## src/rtl/muldiv_sequencer_if.sv

```systemverilog
// muldiv_sequencer_if: decoder/core side (master) to MULT/DIV sequencer (slave): request, operands, busy/done/div_zero and HI/LO results
interface muldiv_sequencer_if #(parameter int WIDTH = 32);
  logic             start;
  logic [5:0]       func;
  logic [WIDTH-1:0] rs_data;
  logic [WIDTH-1:0] rt_data;
  logic             busy;
  logic             done;
  logic             div_zero;
  logic [WIDTH-1:0] hi;
  logic [WIDTH-1:0] lo;
  modport master(output start, func, rs_data, rt_data, input busy, done, div_zero, hi, lo);
  modport slave(input start, func, rs_data, rt_data, output busy, done, div_zero, hi, lo);
endinterface

```

## src/rtl/muldiv_sequencer.sv

```systemverilog
// muldiv_sequencer: iterative signed MULT/DIV (clk, sync active-high reset, bus m: start/func/rs_data/rt_data in; busy/done/div_zero/hi/lo out)
module muldiv_sequencer #(
  parameter int WIDTH = 32
) (
  input  logic           clk,
  input  logic           reset,
  muldiv_sequencer_if.slave m
);
  localparam logic [5:0] FUNC_MULT = 6'b011000;
  localparam logic [5:0] FUNC_DIV  = 6'b011010;
  typedef enum logic [1:0] {IDLE, RUN, FIX, DONE} state_t;
  state_t               state_q, state_d;
  logic                 is_div_q, is_div_d;
  logic                 neg_lo_q, neg_lo_d;
  logic                 neg_hi_q, neg_hi_d;
  logic                 dz_q, dz_d;
  logic [5:0]           cnt_q, cnt_d;
  logic [WIDTH-1:0]     b_q, b_d;
  logic [WIDTH-1:0]     hi_q, hi_d;
  logic [WIDTH-1:0]     lo_q, lo_d;
  logic [2*WIDTH-1:0]   p_q, p_d;
  logic                 accept, is_div_in;
  logic [WIDTH-1:0]     abs_rs, abs_rt;
  logic [WIDTH:0]       msum, trial;
  logic [2*WIDTH-1:0]   mult_next, div_next, prod_fix;
  logic [WIDTH-1:0]     q_fix, r_fix;
  assign m.busy     = state_q != IDLE;
  assign m.done     = state_q == DONE;
  assign m.div_zero = dz_q;
  assign m.hi       = hi_q;
  assign m.lo       = lo_q;
  always_comb begin
    accept    = state_q == IDLE && m.start && (m.func == FUNC_MULT || m.func == FUNC_DIV);
    is_div_in = m.func == FUNC_DIV;
    abs_rs    = m.rs_data[WIDTH-1] ? -m.rs_data : m.rs_data;
    abs_rt    = m.rt_data[WIDTH-1] ? -m.rt_data : m.rt_data;
    // p_q holds {acc, multiplier} for MULT and {rem, dividend} for DIV
    msum      = {1'b0, p_q[2*WIDTH-1:WIDTH]} + (p_q[0] ? {1'b0, b_q} : '0);
    mult_next = {msum, p_q[WIDTH-1:1]};
    trial     = {1'b0, p_q[2*WIDTH-2:WIDTH-1]} - {1'b0, b_q};
    div_next  = {trial[WIDTH] ? p_q[2*WIDTH-2:WIDTH-1] : trial[WIDTH-1:0], p_q[WIDTH-2:0], ~trial[WIDTH]};
    prod_fix  = neg_lo_q ? -p_q : p_q;
    q_fix     = neg_lo_q ? -p_q[WIDTH-1:0] : p_q[WIDTH-1:0];
    r_fix     = neg_hi_q ? -p_q[2*WIDTH-1:WIDTH] : p_q[2*WIDTH-1:WIDTH];
    state_d   = state_q;
    is_div_d  = is_div_q;
    neg_lo_d  = neg_lo_q;
    neg_hi_d  = neg_hi_q;
    dz_d      = dz_q;
    cnt_d     = cnt_q;
    b_d       = b_q;
    hi_d      = hi_q;
    lo_d      = lo_q;
    p_d       = p_q;
    if (accept) begin
      is_div_d = is_div_in;
      neg_lo_d = m.rs_data[WIDTH-1] ^ m.rt_data[WIDTH-1];
      neg_hi_d = is_div_in ? m.rs_data[WIDTH-1] : m.rs_data[WIDTH-1] ^ m.rt_data[WIDTH-1];
      b_d      = is_div_in ? abs_rt : abs_rs;
      p_d      = {{WIDTH{1'b0}}, is_div_in ? abs_rs : abs_rt};
      cnt_d    = '0;
      dz_d     = is_div_in && m.rt_data == '0;
      state_d  = dz_d ? DONE : RUN;
      hi_d     = dz_d ? m.rs_data : hi_q;
      lo_d     = dz_d ? '1 : lo_q;
    end else if (state_q == RUN) begin
      p_d     = is_div_q ? div_next : mult_next;
      cnt_d   = cnt_q + 6'd1;
      state_d = cnt_q == 6'(WIDTH-1) ? FIX : RUN;
    end else if (state_q == FIX) begin
      hi_d    = is_div_q ? r_fix : prod_fix[2*WIDTH-1:WIDTH];
      lo_d    = is_div_q ? q_fix : prod_fix[WIDTH-1:0];
      state_d = DONE;
    end else if (state_q == DONE) begin
      state_d = IDLE;
    end
  end
  always_ff @(posedge clk) begin
    if (reset) begin
      state_q  <= IDLE;
      is_div_q <= 1'b0;
      neg_lo_q <= 1'b0;
      neg_hi_q <= 1'b0;
      dz_q     <= 1'b0;
      cnt_q    <= '0;
      b_q      <= '0;
      hi_q     <= '0;
      lo_q     <= '0;
      p_q      <= '0;
    end else begin
      state_q  <= state_d;
      is_div_q <= is_div_d;
      neg_lo_q <= neg_lo_d;
      neg_hi_q <= neg_hi_d;
      dz_q     <= dz_d;
      cnt_q    <= cnt_d;
      b_q      <= b_d;
      hi_q     <= hi_d;
      lo_q     <= lo_d;
      p_q      <= p_d;
    end
  end
endmodule

```

## src/flat_wrapper.sv

```systemverilog
// flat-port wrapper written by rule: the top's interface ports become plain ports
module muldiv_sequencer_flat 
#(
  parameter int WIDTH = 32
)
  (clk, reset, m_start, m_func, m_rs_data, m_rt_data, m_busy, m_done, m_div_zero, m_hi, m_lo);
  muldiv_sequencer_if #(.WIDTH(WIDTH)) m_i ();
  input  logic clk;
  input  logic reset;
  input wire logic [$bits(m_i.start)-1:0] m_start;
  input wire logic [$bits(m_i.func)-1:0] m_func;
  input wire logic [$bits(m_i.rs_data)-1:0] m_rs_data;
  input wire logic [$bits(m_i.rt_data)-1:0] m_rt_data;
  output wire logic [$bits(m_i.busy)-1:0] m_busy;
  output wire logic [$bits(m_i.done)-1:0] m_done;
  output wire logic [$bits(m_i.div_zero)-1:0] m_div_zero;
  output wire logic [$bits(m_i.hi)-1:0] m_hi;
  output wire logic [$bits(m_i.lo)-1:0] m_lo;
  assign m_i.start = m_start;
  assign m_i.func = m_func;
  assign m_i.rs_data = m_rs_data;
  assign m_i.rt_data = m_rt_data;
  assign m_busy = m_i.busy;
  assign m_done = m_i.done;
  assign m_div_zero = m_i.div_zero;
  assign m_hi = m_i.hi;
  assign m_lo = m_i.lo;
  muldiv_sequencer #(.WIDTH(WIDTH)) u_core (.clk(clk), .reset(reset), .m(m_i));
endmodule
```

## config.mk

```make
export PLATFORM = sky130hd
export DESIGN_NAME = muldiv_sequencer_flat
export DESIGN_NICKNAME = d
export VERILOG_FILES = /design/src/rtl/muldiv_sequencer_if.sv /design/src/rtl/muldiv_sequencer.sv /design/src/flat_wrapper.sv
export SDC_FILE = /design/constraint.sdc
export NUM_CORES = 1
export LEC_CHECK = 0
export CAP_MARGIN = 40
export CORE_AREA = 2 2 183 185
export CTS_BUF_LIST = sky130_fd_sc_hd__clkbuf_4 sky130_fd_sc_hd__clkbuf_8
export CTS_CLUSTER_DIAMETER = 100
export CTS_CLUSTER_SIZE = 16
export DETAILED_ROUTE_END_ITERATION = 7
export DIE_AREA = 0 0 185 187
export MAX_ROUTING_LAYER = met4
export PLACE_DENSITY = 0.69
export RECOVER_POWER = 50
export SLEW_MARGIN = 10
export SYNTH_ARGS = -nofsm -noshare
export SYNTH_HDL_FRONTEND = slang
export SYNTH_SLANG_ARGS = --single-unit
```

## constraint.sdc

```tcl
create_clock -name clk -period 3.55 [get_ports clk]
set_clock_uncertainty 0.05 [all_clocks]
set_input_delay 0.71 -clock clk [delete_from_list [all_inputs] [get_ports clk]]
set_output_delay 0.71 -clock clk [all_outputs]
set_load 0.03 [all_outputs]
```

==> out/results.txt <==
outcome: finished clean
min cycle time layout: 3420 ps
num rows: 67
Largest stage delay, worst path: 390 ps
Slew Limit Fails: 0
clk_lat worst skew: 500 ps
R2R Path End: u_core.p_q[60]
sequential fraction of the synthesis area: 0.236
Gate power share: 0.546
Hold Path Class: reg2reg
cell area after synthesis: 14600 sq um
number of fillers in the final layout: 3205
cell taking the most area after synthesis: dfxtp_1
GRT overflow: 0
full die area: 34600 sq um
Crit Path Class: reg2reg
Clock Tree Root: clkbuf_8
Int Pwr: 4.51 mW
Max-Slew Margin vs Limit: 0.210
clk buf depth: 2
H-tree depth reported by CTS: 4
main flop type after synthesis: dfxtp_1
Routed Antenna Nets: 0
Power Density: 461 nW/um^2
LEAKAGE: 7.30 nW
layout net count: 2347
Diodes inserted: 0
P&R area growth vs syn: 23.3%
total number of vias: 16300
period utilisation layout: 0.963
FFs w/ async S/R, synth: 0
Clock transition at path regs: 110 ps
Sequential Power Share: 0.278
drt initial violations: 1836
Crit. End Element: register
chip height: 187 microns
routability cong.: 0.987
IO buf count: 139
clock tree from TritonCTS: yes
switching share of power: 0.455
via/cell ratio: 6.12
Sum Neg Setup Slack: 0 ps
Post-synth EDFFs: 0
Slowest-stage cell, CP: fa_1
Worst Setup SP: u_core.p_q[31]
CP startpoint kind: register
top cells by area, synth: dfxtp_1, nand2_1, ha_1, nor2_1, a21oi_1
ratio of cells with drive above 1 in the final layout: 0.112
syn_nets: 2138
post-DP HPWL: 43.8 mm
drt total wl: 56.9 mm
warnings from Yosys: 0
initial core utilization: 0.443
Psw: 3.77 mW
most common cell after layout, fill and taps aside: nand2_1
CP arrival: 3790 ps
Max-cap violations: 0
GRT Total Usage: 0.328
Yosys cell types: 76
leading cell types in the layout, fill and taps excluded: nand2_1, nor2_1, dfxtp_1, buf_4, a21oi_1
Synth Register Bits: 172
worst-path cell chain: inv_1 -> ha_1 -> fa_1 -> nor2b_1 -> o31ai_2 -> a31oi_1 -> a221o_1 -> o211ai_1 -> and2_1 -> buf_12 -> nor3b_1 -> buf_4 -> o31ai_1 -> a31oi_1
Worst R2R Start: u_core.p_q[31]
first-pass GRT wire length: 86.0 mm
Cells after Synth: 1990
largest net degree at the start of global routing: 88
core box area: 32900 sq um
r2r setup slk: 130 ps
Chip Width: 185 microns
DRC: 0
total CTS buffers: 17
DR WL/cell: 21.4 microns
Final Hold Viols: 0
Peak VDD IR: 0.000232 V
Power Total: 8.28 mW
Worst R2R Path Depth: 14
DRT Pass-1 Iters: 6
Slew @ Worst Pin: 1180 ps
post-synth top area share: 0.236
syn avg cell area: 7.32 sq um
Max FO, Critical Path: 5
CP Capture Point: u_core.p_q[60]
antenna violations before repair: 0
Final setup viols: 0
fmax: 0.293 GHz
share of total power in the clock network: 0.175
I/O Pins: 140
CP required: 3920 ps
clock sink count: 172
most used cell, CP: a31oi_1
vias in the first global route: 14800
[layer usage]
metal,track usage,share of wire,vias to the layer above
li1,-,-,7633
met2,0.470,0.42,815
met5,-,0,-
met1,0.466,0.45,7703
met4,0.103,0.034,0
met3,0.0549,0.092,116
[registers in the layout, summed over array words and instances (netlist names)]
| register | cells |
|---|---|
| u_core.b_q | 32 |
| u_core.cnt_q | 6 |
| u_core.is_div_q | 1 |
| u_core.m.div_zero | 1 |
| u_core.m.hi | 32 |
| u_core.m.lo | 32 |
| u_core.neg_hi_q | 1 |
| u_core.neg_lo_q | 1 |
| u_core.p_q | 64 |
| u_core.state_q | 2 |
[worst max-delay path: cells and delay by family, from the launching register on]
family	cells	cell delay [ps]
AOI/OAI and AO/OA	6	1150
adders and majority gates	2	640
buffers and inverters	3	420
DFF	1	340
and+or+nand+nor	3	760
[kinds of logic (layout without fill, tap and decap cells)]
logic type / Yosys count / after routing / share of synthesized area
buf+inv: 206 / 427 / 0.0544
simple gates: 682 / 682 / 0.213
flops: 172 / 172 / 0.236
mux: 56 / 56 / 0.0389
xor+xnor: 175 / 175 / 0.105
compound gates: 624 / 624 / 0.286
fa+ha+maj: 75 / 75 / 0.0655
[metrics by stage]
stage | util | setup slack (ps) | std cells | instance area (sq um) | hold slack, ps
2_1_floorplan | - | 215 | 1990 | 14600 | 382
4_1_cts | 0.546 | 46.6 | 2655 | 17900 | 413
5_1_grt | 0.547 | -7.20 | 2659 | 18000 | 432
3_3_place_gp | 0.534 | -86.6 | 2623 | 17500 | 392
6_report | 0.547 | 131 | 2659 | 18000 | 413
3_5_place_dp | 0.534 | -172 | 2624 | 17600 | 398
[how the worst min path moves through the flow]
| stage | start | end | slack, ps | depth (start not counted) |
|---|---|---|---|---|
| after floorplan | u_core.b_q[10] | u_core.b_q[10] | 380 | 2 |
| after global placement | u_core.b_q[19] | u_core.b_q[19] | 390 | 2 |
| after detailed placement | u_core.b_q[9] | u_core.b_q[9] | 400 | 2 |
| after CTS | u_core.b_q[5] | u_core.b_q[5] | 410 | 2 |
| after global routing | u_core.m.hi[11] | u_core.m.hi[11] | 430 | 2 |
| final | u_core.b_q[8] | u_core.b_q[8] | 410 | 2 |
[cell usage after synthesis (4+ instances only)]
cell type / instances
ha_1: 73
o31ai_1: 28
nand2b_1: 13
xor2_1: 92
buf_1: 22
mux2i_1: 51
mux2_2: 5
nand2_1: 246
nor3_1: 35
nand4_1: 16
o21ai_0: 90
a211o_1: 7
and3_1: 20
buf_2: 5
clkbuf_1: 112
nor2b_1: 15
o21bai_1: 7
a221oi_1: 4
nor4_1: 15
a21o_1: 45
or3_1: 10
o22ai_1: 10
nor2_1: 222
o21a_1: 12
and2_1: 11
o2111ai_1: 4
or4_1: 17
o41ai_1: 20
a211oi_1: 51
inv_1: 63
a21boi_0: 4
xnor2_1: 83
o211ai_1: 81
a21oi_1: 162
a311oi_1: 27
a31oi_1: 28
nor3b_1: 5
dfxtp_1: 172
or2_2: 7
a2111oi_0: 6
a22o_1: 5
nand3_1: 34
[cell type report]
class                      instances  area [sq um]  share of cell area
clock buffer                      17           234              0.0130
clock inverter                    14           149             0.00829
inverter                          64           244              0.0136
multi-input combinational       1612         10400               0.578
sequential                       172          3450               0.192
tap                              448           561              0.0312
timing repair buffer             332          2950               0.164
[power by group through the flow]
stage	clock, mW	combinational (mW)	sequential, mW
2_1_floorplan	0	2.34	2.63
3_3_place_gp	0	4.39	2.35
3_5_place_dp	0	4.45	2.36
4_1_cts	1.46	4.47	2.31
5_1_grt	1.52	4.86	2.33
6_report	1.45	4.53	2.31
[repair_timing]
action	in CTS	in global routing
endpoints found under the setup margin	0	14
hold buffers	0	0
gates resized for setup	0	11
buffers inserted	0	3
No activity file was read; power rests on OpenSTA's default activity.
